`config.mk`:
```
export PLATFORM = sky130hd
export DESIGN_NAME = mem_bus_arbiter
export DESIGN_NICKNAME = d
export VERILOG_FILES = /design/src/rtl/mem_bus_arbiter.sv
export SDC_FILE = /design/constraint.sdc
export NUM_CORES = 1
export LEC_CHECK = 0
export ABC_CLOCK_PERIOD_IN_PS = 3900
export BUFFER_PORTS_ARGS = -buffer_cell sky130_fd_sc_hd__buf_2
export CORE_ASPECT_RATIO = 0.5
export CORE_UTILIZATION = 50
export DETAILED_ROUTE_END_ITERATION = 8
export PLACE_DENSITY = 0.85
export SLEW_MARGIN = 20
export SYNTH_ARGS = -nofsm -noshare
export SYNTH_HDL_FRONTEND = slang
export SYNTH_SLANG_ARGS = --single-unit
```
`constraint.sdc`:
```
create_clock -name clk_i -period 3.9 [get_ports clk_i]
set_clock_uncertainty 0.15 [all_clocks]
set_input_delay 0.39 -clock clk_i [delete_from_list [all_inputs] [get_ports clk_i]]
set_output_delay 0.39 -clock clk_i [all_outputs]
set_load 0.02 [all_outputs]
```
`src/rtl/mem_bus_arbiter.sv`:
```
// Purpose: share one req/ack memory bus between the IF fetch port and the MEM data port, with a stall-cycle counter.
// Latency: bus request one cycle after the grant, port ack one cycle after mem_ack_i, next arbitration one cycle later.
// Backpressure: ports hold req until their ack; stall_o stays high and the bus registers hold while memory has not acked.
module mem_bus_arbiter #(
    parameter int ADDR_W = 32,
    parameter int DATA_W = 32,
    parameter int CNT_W  = 16
) (
    input  logic              clk_i,
    input  logic              rst_i,
    input  logic              if_req_i,
    input  logic [ADDR_W-1:0] if_addr_i,
    output logic [DATA_W-1:0] if_data_o,
    output logic              if_ack_o,
    input  logic              d_req_i,
    input  logic              d_we_i,
    input  logic [ADDR_W-1:0] d_addr_i,
    input  logic [DATA_W-1:0] d_wdata_i,
    output logic [DATA_W-1:0] d_rdata_o,
    output logic              d_ack_o,
    output logic              mem_req_o,
    output logic              mem_we_o,
    output logic [ADDR_W-1:0] mem_addr_o,
    output logic [DATA_W-1:0] mem_wdata_o,
    input  logic [DATA_W-1:0] mem_rdata_i,
    input  logic              mem_ack_i,
    output logic              stall_o,
    output logic [CNT_W-1:0]  stall_cnt_o
);

    typedef enum logic [1:0] {IDLE, BUS_I, BUS_D, RESP} state_t;

    typedef struct packed {
        logic              we;
        logic [ADDR_W-1:0] addr;
        logic [DATA_W-1:0] wdata;
    } bus_t;

    state_t            state_q, state_d;
    logic              last_d_q;
    bus_t              bus_q;
    logic [DATA_W-1:0] if_data_q;
    logic [DATA_W-1:0] d_rdata_q;
    logic [CNT_W-1:0]  cnt_q;
    logic              grant_i;
    logic              grant_d;
    logic              rd_done;

    // On a tie, last_d_q selects the port that was not served last time.
    always_comb begin
        state_d = state_q;
        grant_i = 1'b0;
        grant_d = 1'b0;
        rd_done = 1'b0;
        case (state_q)
            IDLE: begin
                grant_d = d_req_i & (~if_req_i | ~last_d_q);
                grant_i = if_req_i & (~d_req_i | last_d_q);
                if (grant_d)      state_d = BUS_D;
                else if (grant_i) state_d = BUS_I;
            end
            BUS_I, BUS_D: begin
                if (mem_ack_i) begin
                    state_d = RESP;
                    rd_done = ~bus_q.we;
                end
            end
            RESP:    state_d = IDLE;
            default: state_d = IDLE;
        endcase
    end

    always_ff @(posedge clk_i or negedge rst_i) begin
        if (!rst_i) begin
            state_q   <= IDLE;
            last_d_q  <= 1'b0;
            bus_q     <= '0;
            if_data_q <= '0;
            d_rdata_q <= '0;
        end else begin
            state_q <= state_d;
            if (grant_d) begin
                last_d_q    <= 1'b1;
                bus_q.we    <= d_we_i;
                bus_q.addr  <= d_addr_i;
                bus_q.wdata <= d_wdata_i;
            end else if (grant_i) begin
                last_d_q    <= 1'b0;
                bus_q.we    <= 1'b0;
                bus_q.addr  <= if_addr_i;
                bus_q.wdata <= '0;
            end
            if (rd_done && state_q == BUS_I) if_data_q <= mem_rdata_i;
            if (rd_done && state_q == BUS_D) d_rdata_q <= mem_rdata_i;
        end
    end

    always_ff @(posedge clk_i or negedge rst_i) begin
        if (!rst_i)                     cnt_q <= '0;
        else if (stall_o && cnt_q != '1) cnt_q <= cnt_q + CNT_W'(1);
    end

    // In RESP the owner is always the most recent grant.
    assign if_ack_o    = (state_q == RESP) & ~last_d_q;
    assign d_ack_o     = (state_q == RESP) &  last_d_q;
    assign mem_req_o   = (state_q == BUS_I) | (state_q == BUS_D);
    assign mem_we_o    = bus_q.we;
    assign mem_addr_o  = bus_q.addr;
    assign mem_wdata_o = bus_q.wdata;
    assign if_data_o   = if_data_q;
    assign d_rdata_o   = d_rdata_q;
    assign stall_cnt_o = cnt_q;
    // Gated by reset so every output reads 0 while reset is held.
    assign stall_o     = rst_i & ((if_req_i & ~if_ack_o) | (d_req_i & ~d_ack_o));

endmodule

```
==> metrics.yaml, run 1 <==
post_route_drc: 0
power_switching_w: 0.00286
post_synth_instance_area_um2: 6080
post_drt_via_cell_ratio: 5.04
fin_crit_ns: 2.70
cpPeakStageDelay_ns: 0.75
num_rows: 28
share_comb_of_total_power_pct: 42.0
resized_gates_after_cts: 0
power_frac_seq_pct: 36.5
achievable-frequency_ghz: 0.370
cts-buffers-inserted: 17
drv_cap: 0
finish.utilization_pct: 69.6
cts.repair_timing.setup_buffer_count: 0
cts_hold_repair.buffers: 1
power_per_cell_area_nw_per_um2: 884
grt_pass1_vias: 4553
critPathLaunchType: "flip-flop"
required_time_of_the_critical_path_ns: 3.36
power.internal_w: 0.00443
crit_path_max_fanout: 16
vias: 4619
yosys.area.top_type: "dfrtp_1"
timing_hold_violations_final: 0
worst_ir_drop_vdd_v: 0.000424
pre_antenna_drt_iters: 4
grt.overflow.total: 0
die_height_um: 80.0
fp.coreArea_um2: 11800
largest_net_degree_at_the_start_of_global_routing: 59
status: "completed"
regArea_um2: 3700
final.fill_count: 913
numClockSinks: 148
overall_routing_resource_usage_pct: 22.9
post_synth_inst_count: 456
final_layout_net_count: 878
clock_power_share_pct: 21.6
synth_fp_nets: 595
postRouteWirelength_mm: 14.2
detail-route-antenna-nets: 0
ctsHtreeMaxLevel: 4
grt_first_pass_wirelength_mm: 22.3
worst-setup-path-type: "reg -> out"
setup_viol_count_final: 0
antennaDiodeCount: 0
netlist-cell-type-count: 36
setup_tns_ns: 0
worst-slew-pin-transition_ns: 1.02
synth_top_area_share_pct: 60.9
hpwl_dp_mm: 10.6
syn_to_final_growth_pct: 35.5
clk-insertion-delay-late_ns: 0.40
synth_seq_area_share_pct: 60.9
syn_area_per_cell_um2: 13.3
detailed_place.area_um2: 7660
crit_path_top_delay_cell: "o221ai_2"
fp.dieW_um: 158
total_leakage_power_nw: 4.31
synth-warning-count: 0
arrival_time_at_the_worst_endpoint_ns: 2.16
grt_antenna_before_repair: 0
initial_cell_density_of_the_core_pct: 51.4
placement.io_buffers: 282
multi_input_comb_area_um2: 2250
stdcell_area_um2: 8250
io_pins: 283
root_buffer: "clkbuf_16"
worstHoldPathType: "in -> reg"
report.power.total_w: 0.00729
finalMaxSlewViolations: 0
max-slew-margin-rel_pct: 31.8
clk_pin_slew_worst_paths_ns: 0.06
power.share.switching_pct: 39.3
tritoncts: "built"
drt-initial-drc-count: 190
critical_path.cell_chain: "ha_1, nand2b_1, o221ai_2, inv_1, buf_2"
final.period_utilization_pct: 69.3
worst_setup_path_end_kind: "output port"
detail_route.wl_per_cell_um: 15.5
gp_routability_congestion: 0.837
floorplan.die_area_um2: 12600
synth_area_leaders: "dfrtp_1 (61%), mux2_2 (12%), mux2i_1 (5.3%)"
rsz0062_at_grt: "no"
synth.ff_latch_count: 148
share_of_final_layout_standard_cells_stronger_than_drive_strength_1_pct: 52.4
clk_path_buf_depth: 2
-- cell usage after synthesis, drive strengths merged --
| cell type | n |
|---|---|
| a21boi | 1 |
| a21o | 1 |
| a21oi | 4 |
| a22o | 33 |
| a311oi | 2 |
| and2 | 1 |
| and3 | 4 |
| and4 | 1 |
| buf | 14 |
| clkbuf | 12 |
| dfrtp | 148 |
| ha | 5 |
| inv | 6 |
| mux2 | 66 |
| mux2i | 32 |
| nand2 | 43 |
| nand2b | 2 |
| nand3 | 4 |
| nand4 | 4 |
| nor2 | 7 |
| nor2b | 2 |
| nor3 | 4 |
| nor3b | 2 |
| nor4 | 7 |
| nor4b | 2 |
| o21ai | 34 |
| o221ai | 1 |
| xnor2 | 1 |
| xor2 | 13 |
-- area by class of cell --
cell class	instances	share of cell area, %
tap	165	2.50
clock inverter	11	1.56
multi-input combinational	276	27.3
timing repair buffer	290	17.9
clock buffer	21	5.46
sequential	148	44.9
inverter	6	0.273
-- power by group through the flow --
stage / Combinational (W) / Sequential (W) / Clock (W)
floorplan: 0.00114 / 0.00351 / 0
global placement: 0.00301 / 0.00264 / 0
detailed placement: 0.00310 / 0.00267 / 0
CTS: 0.00310 / 0.00266 / 0.00160
global route: 0.00330 / 0.00276 / 0.00167
finish: 0.00306 / 0.00266 / 0.00157
-- kinds of logic after synthesis --
group | Yosys count | synth area share (%)
DFF | 148 | 60.9
muxes | 98 | 17.5
and+or+nand+nor | 83 | 7.42
AOI/OAI and AO/OA | 76 | 8.78
buffers and inverters | 32 | 2.41
xor gates and xnor gates | 14 | 2.02
adders and majority gates | 5 | 1.03
-- registers in the layout, summed over array words and instances, names as in the netlist --
register / cells
d_rdata_o: 32
if_data_o: 32
last_d_q: 1
mem_addr_o: 32
mem_wdata_o: 32
mem_we_o: 1
stall_cnt_o: 16
state_q: 2
-- worst max-delay path: cells and delay by family (launching register included) --
| family | cells | cell delay (ns) |
|---|---|---|
| buffers and inverters | 2 | 0.27 |
| adders and majority gates | 1 | 0.24 |
| AOI/OAI and AO/OA | 1 | 0.75 |
| and+or+nand+nor | 1 | 0.11 |
| DFF | 1 | 0.40 |
-- stage by stage --
step           hold WS, ns  cells  setup slack, ns
2_1_floorplan      -0.0556    456             1.80
3_3_place_gp         0.167    884             1.55
3_5_place_dp         0.167    884             1.45
4_1_cts             0.0396    917             1.20
5_1_grt             0.0399    917             1.00
6_report            0.0496    917             1.20
-- cell usage in the layout, fill, tap and decap left out, types with 2 or more instances in the layout --
master,n
buf_2,281
dfrtp_1,148
mux2_2,66
nand2_1,43
a22o_1,33
mux2i_1,32
o21ai_0,24
clkbuf_16,17
xor2_1,13
o21ai_1,9
nor2_1,7
buf_4,7
inv_1,6
ha_1,5
clkinvlp_4,5
nand4_1,4
nand3_1,4
nor3_1,4
and3_1,3
nor4_4,3
a21oi_1,3
clkbuf_1,3
nand2b_1,2
nor4_2,2
nor4b_1,2
nor4_1,2
nor3b_1,2
nor2b_1,2
a311oi_1,2
clkinv_4,2
bufinv_16,2
-- path summary, 6_finish.rpt --
check	start	end	slack, ns	cells past startpoint
min in group asynchronous	rst_i	d_rdata_o[30]$_DFFE_PN0P_	0.31	2
worst min register to register	mem_addr_o[6]$_DFFE_PN0P_	mem_addr_o[6]$_DFFE_PN0P_	0.32	2
worst max register to register	state_q[1]$_DFFE_PN0P_	stall_cnt_o[1]$_DFFE_PN0P_	1.65	5
max in group asynchronous	rst_i	mem_wdata_o[6]$_DFFE_PN0P_	1.56	4
worst max-delay path	state_q[1]$_DFFE_PN0P_	stall_o	1.20	5
worst min-delay path	d_wdata_i[24]	mem_wdata_o[24]$_DFFE_PN0P_	0.05	2
-- routing by layer --
| metal | track usage [%] | share of wire, % |
|---|---|---|
| met5 | 0 | 0 |
| met1 | 26.4 | 41 |
| met4 | 7.69 | 1.7 |
| met3 | 5.05 | 4.5 |
| met2 | 42.6 | 53 |
Power figures use the tool's default switching activity.
==> run 2: changes to the inputs <==
--- a/config.mk
+++ b/config.mk
@@ -5,12 +5,13 @@
 export SDC_FILE = /design/constraint.sdc
 export NUM_CORES = 1
 export LEC_CHECK = 0
-export ABC_CLOCK_PERIOD_IN_PS = 3900
+export ABC_AREA = 1
+export ABC_CLOCK_PERIOD_IN_PS = 2450
 export BUFFER_PORTS_ARGS = -buffer_cell sky130_fd_sc_hd__buf_2
 export CORE_ASPECT_RATIO = 0.5
-export CORE_UTILIZATION = 50
+export CORE_UTILIZATION = 43
 export DETAILED_ROUTE_END_ITERATION = 8
-export PLACE_DENSITY = 0.85
+export PLACE_DENSITY = 0.76
 export SLEW_MARGIN = 20
 export SYNTH_ARGS = -nofsm -noshare
 export SYNTH_HDL_FRONTEND = slang
==> constraint.sdc (replaced) <==
create_clock -name clk_i -period 2.45 [get_ports clk_i]
set_clock_uncertainty 0.15 [all_clocks]
set_input_delay 0.245 -clock clk_i [delete_from_list [all_inputs] [get_ports clk_i]]
set_output_delay 0.245 -clock clk_i [all_outputs]
set_load 0.02 [all_outputs]
==> run 2 against run 1 <==
Compared with the run above:
- sequential share of layout area fell by 7.9 points
- via count increased by 44%
- sequential power grew 53%
- cell area up 21%
- worst setup slack got worse by 1.1 ns
- die area is 25% higher
- sequential cell count unchanged
- power increased by 66%
- synthesized cell count rose by 74%
- first-iteration DRC count increased by 84%
- routed wire length up 38%
- critical path type is now reg -> reg
==> metrics.yaml, run 2 <==
power_per_cell_area_nw_per_um2: 1210
setup_tns_ns: 0
reg2reg_to: "mem_addr_o[27]$_DFFE_PN0P_"
required_time_of_the_critical_path_ns: 2.64
worstHoldPathType: "in -> reg"
fin_crit_ns: 2.30
max-slew-margin-rel_pct: 46.1
synth_top_area_share_pct: 56.4
syn_to_final_growth_pct: 52.6
hpwl_dp_mm: 11.4
min_delay_path_depth: 3
groute.layer.met3.usage_pct: 4.59
numClockSinks: 148
grt_first_pass_wirelength_mm: 29.6
gp_routability_congestion: 0.822
pre_antenna_drt_iters: 4
r2r-start: "state_q[0]$_DFFE_PN0P_"
synth_seq_area_share_pct: 56.4
cts.repair_timing.setup_buffer_count: 0
drt-initial-drc-count: 350
post_drt_via_cell_ratio: 4.76
worst_setup_path_end_kind: "flip-flop"
synth_edf_count: 0
worst-r2r-cell-count: 7
placed_cells_incl_taps: 1246
floorplan.die_area_um2: 15800
root_buffer: "clkbuf_16"
grt.overflow.total: 0
num_rows: 31
final.fill_count: 1103
worst_hold_path.endpoint: "mem_addr_o[9]$_DFFE_PN0P_"
status: "completed"
vias: 6646
worst-slew-pin-transition_ns: 0.808
synthMostInstantiatedCell: "nand2_1"
fp.dieW_um: 177
syn_area_per_cell_um2: 8.27
grt_antenna_before_repair: 0
hold-worst-slack_ns: 0.0191
stdcell_area_um2: 10000
initial_cell_density_of_the_core_pct: 44.8
overall_routing_resource_usage_pct: 23.9
tritoncts: "built"
report.power.total_w: 0.0121
detail-route-antenna-nets: 0
synth-warning-count: 0
post_synth_inst_count: 794
synth_area_leaders: "dfrtp_1 (56%), nand2_1 (12%), inv_1 (11%)"
post_synth_instance_area_um2: 6560
achievable-frequency_ghz: 0.434
clk-insertion-delay-late_ns: 0.41
postRouteWirelength_mm: 19.7
timing.hold.worst.start: "d_addr_i[9]"
worst-setup-path-type: "reg -> reg"
post_route_drc: 0
synth-async-reset-ratio_pct: 100
arrival_time_at_the_worst_endpoint_ns: 2.49
flop2flop_setup_slack_ns: 0.15
final_cells: 1397
largest_net_degree_at_the_start_of_global_routing: 149
synth.top_cells.by_count: "nand2_1 (202), inv_1 (184), dfrtp_1 (148)"
cts-buffers-inserted: 17
timing_hold_violations_final: 0
antennaDiodeCount: 0
detailed_place.area_um2: 8200
placement.io_buffers: 282
finalMaxSlewViolations: 0
met2_use_gr_pct: 42.4
total_leakage_power_nw: 5.67
groute.layer.met1.usage_pct: 27.4
worst_ir_drop_vdd_v: 0.000690
grt_pass1_vias: 6280
synth_top_flop_cell: "dfrtp_1"
synth.ff_latch_count: 148
rsz0062_at_grt: "no"
ctsHtreeMaxLevel: 4
fp.coreArea_um2: 14700
commonest_non_fill_non_tap_cell_in_the_layout: "buf_2"
drv_cap: 0
final_layout_net_count: 1325
top_usage_layer: "met2"
crit_path_max_fanout: 49
netlist-cell-type-count: 24
synth_fp_nets: 933
final.period_utilization_pct: 94.0
mostFrequentLayoutCells: "buf_2 (281), nand2_1 (200), inv_1 (184)"
clk_pin_slew_worst_paths_ns: 0.06
die_height_um: 89.4
share_of_final_layout_standard_cells_stronger_than_drive_strength_1_pct: 27.9
io_pins: 283
detail_route.wl_per_cell_um: 14.1
clk_path_buf_depth: 2
yosys.area.top_type: "dfrtp_1"
critPathLaunchType: "flip-flop"
setup_viol_count_final: 0
-- run 2: how the worst max path moves through the flow --
stage | start | cells past startpoint | end | slack, ns
2_1_floorplan | state_q[0]$_DFFE_PN0P_ | 8 | d_rdata_o[10]$_DFFE_PN0P_ | 0.64
3_3_place_gp | state_q[0]$_DFFE_PN0P_ | 6 | mem_addr_o[27]$_DFFE_PN0P_ | 0.69
3_5_place_dp | state_q[0]$_DFFE_PN0P_ | 6 | mem_addr_o[26]$_DFFE_PN0P_ | 0.55
4_1_cts | state_q[0]$_DFFE_PN0P_ | 7 | mem_addr_o[7]$_DFFE_PN0P_ | 0.04
5_1_grt | state_q[1]$_DFFE_PN0P_ | 7 | mem_addr_o[19]$_DFFE_PN0P_ | 0.007
6_report | state_q[0]$_DFFE_PN0P_ | 7 | mem_addr_o[27]$_DFFE_PN0P_ | 0.15
-- run 2: critical path: stages, from the launching register on --
cell,delay (ns)
dfrtp_1,0.41
inv_1,0.11
ha_2,0.27
o21a_2,0.26
buf_16,0.23
nand2_1,0.08
o22ai_1,0.10
dlygate4sd3_1,0.59
-- run 2: stage by stage --
| stage | util [%] | worst slack (ns) |
|---|---|---|
| after floorplan | - | 0.642 |
| after global placement | 55.9 | 0.685 |
| after detailed placement | 55.9 | 0.546 |
| after CTS | 68.0 | 0.0443 |
| after global routing | 68.3 | 0.00664 |
| final | 68.3 | 0.146 |
-- run 2: routing by layer --
layer  part of all wire, %  vias to the layer above
met5                     0                        -
met2                    51                      248
met1                    40                     3104
met3                   4.3                       78
li1                      -                     3216
met4                   4.6                        0
-- run 2: kinds of logic after synthesis --
| kind of cell | after synthesis | share of synthesized area (%) |
|---|---|---|
| buffers and inverters | 219 | 12.9 |
| AO/OA/AOI/OAI | 143 | 12.5 |
| flip-flops | 148 | 56.4 |
| AND/OR/NAND/NOR | 273 | 16.5 |
| XOR/XNOR | 6 | 0.801 |
| adder cells (fa/ha/maj) | 5 | 0.953 |
-- run 2: layout make-up --
class                   count  area, µm²  area share (%)
clock buffers              17        425            4.25
clock inverters            15        171            1.71
inverters                 185        694            6.93
multi-input cells         427       2030            20.3
flip-flops and latches    148       3700            37.0
well taps                 198        248            2.47
repair buffers            407       2740            27.4
-- run 2: where the power goes --
group / leakage (nW) / switching (W) / internal (W)
sequential: 1.89 / 0.000596 / 0.00349
clock: 0.285 / 0.00111 / 0.00153
combinational: 3.49 / 0.00333 / 0.00204
total: 5.67 / 0.00503 / 0.00705
-- run 2: what timing repair did --
item                                   4_1_cts  5_1_grt
gates resized for setup                      0        3
endpoints found under the hold margin      275        0
setup endpoints to repair                    0       21
hold buffers                               118        0
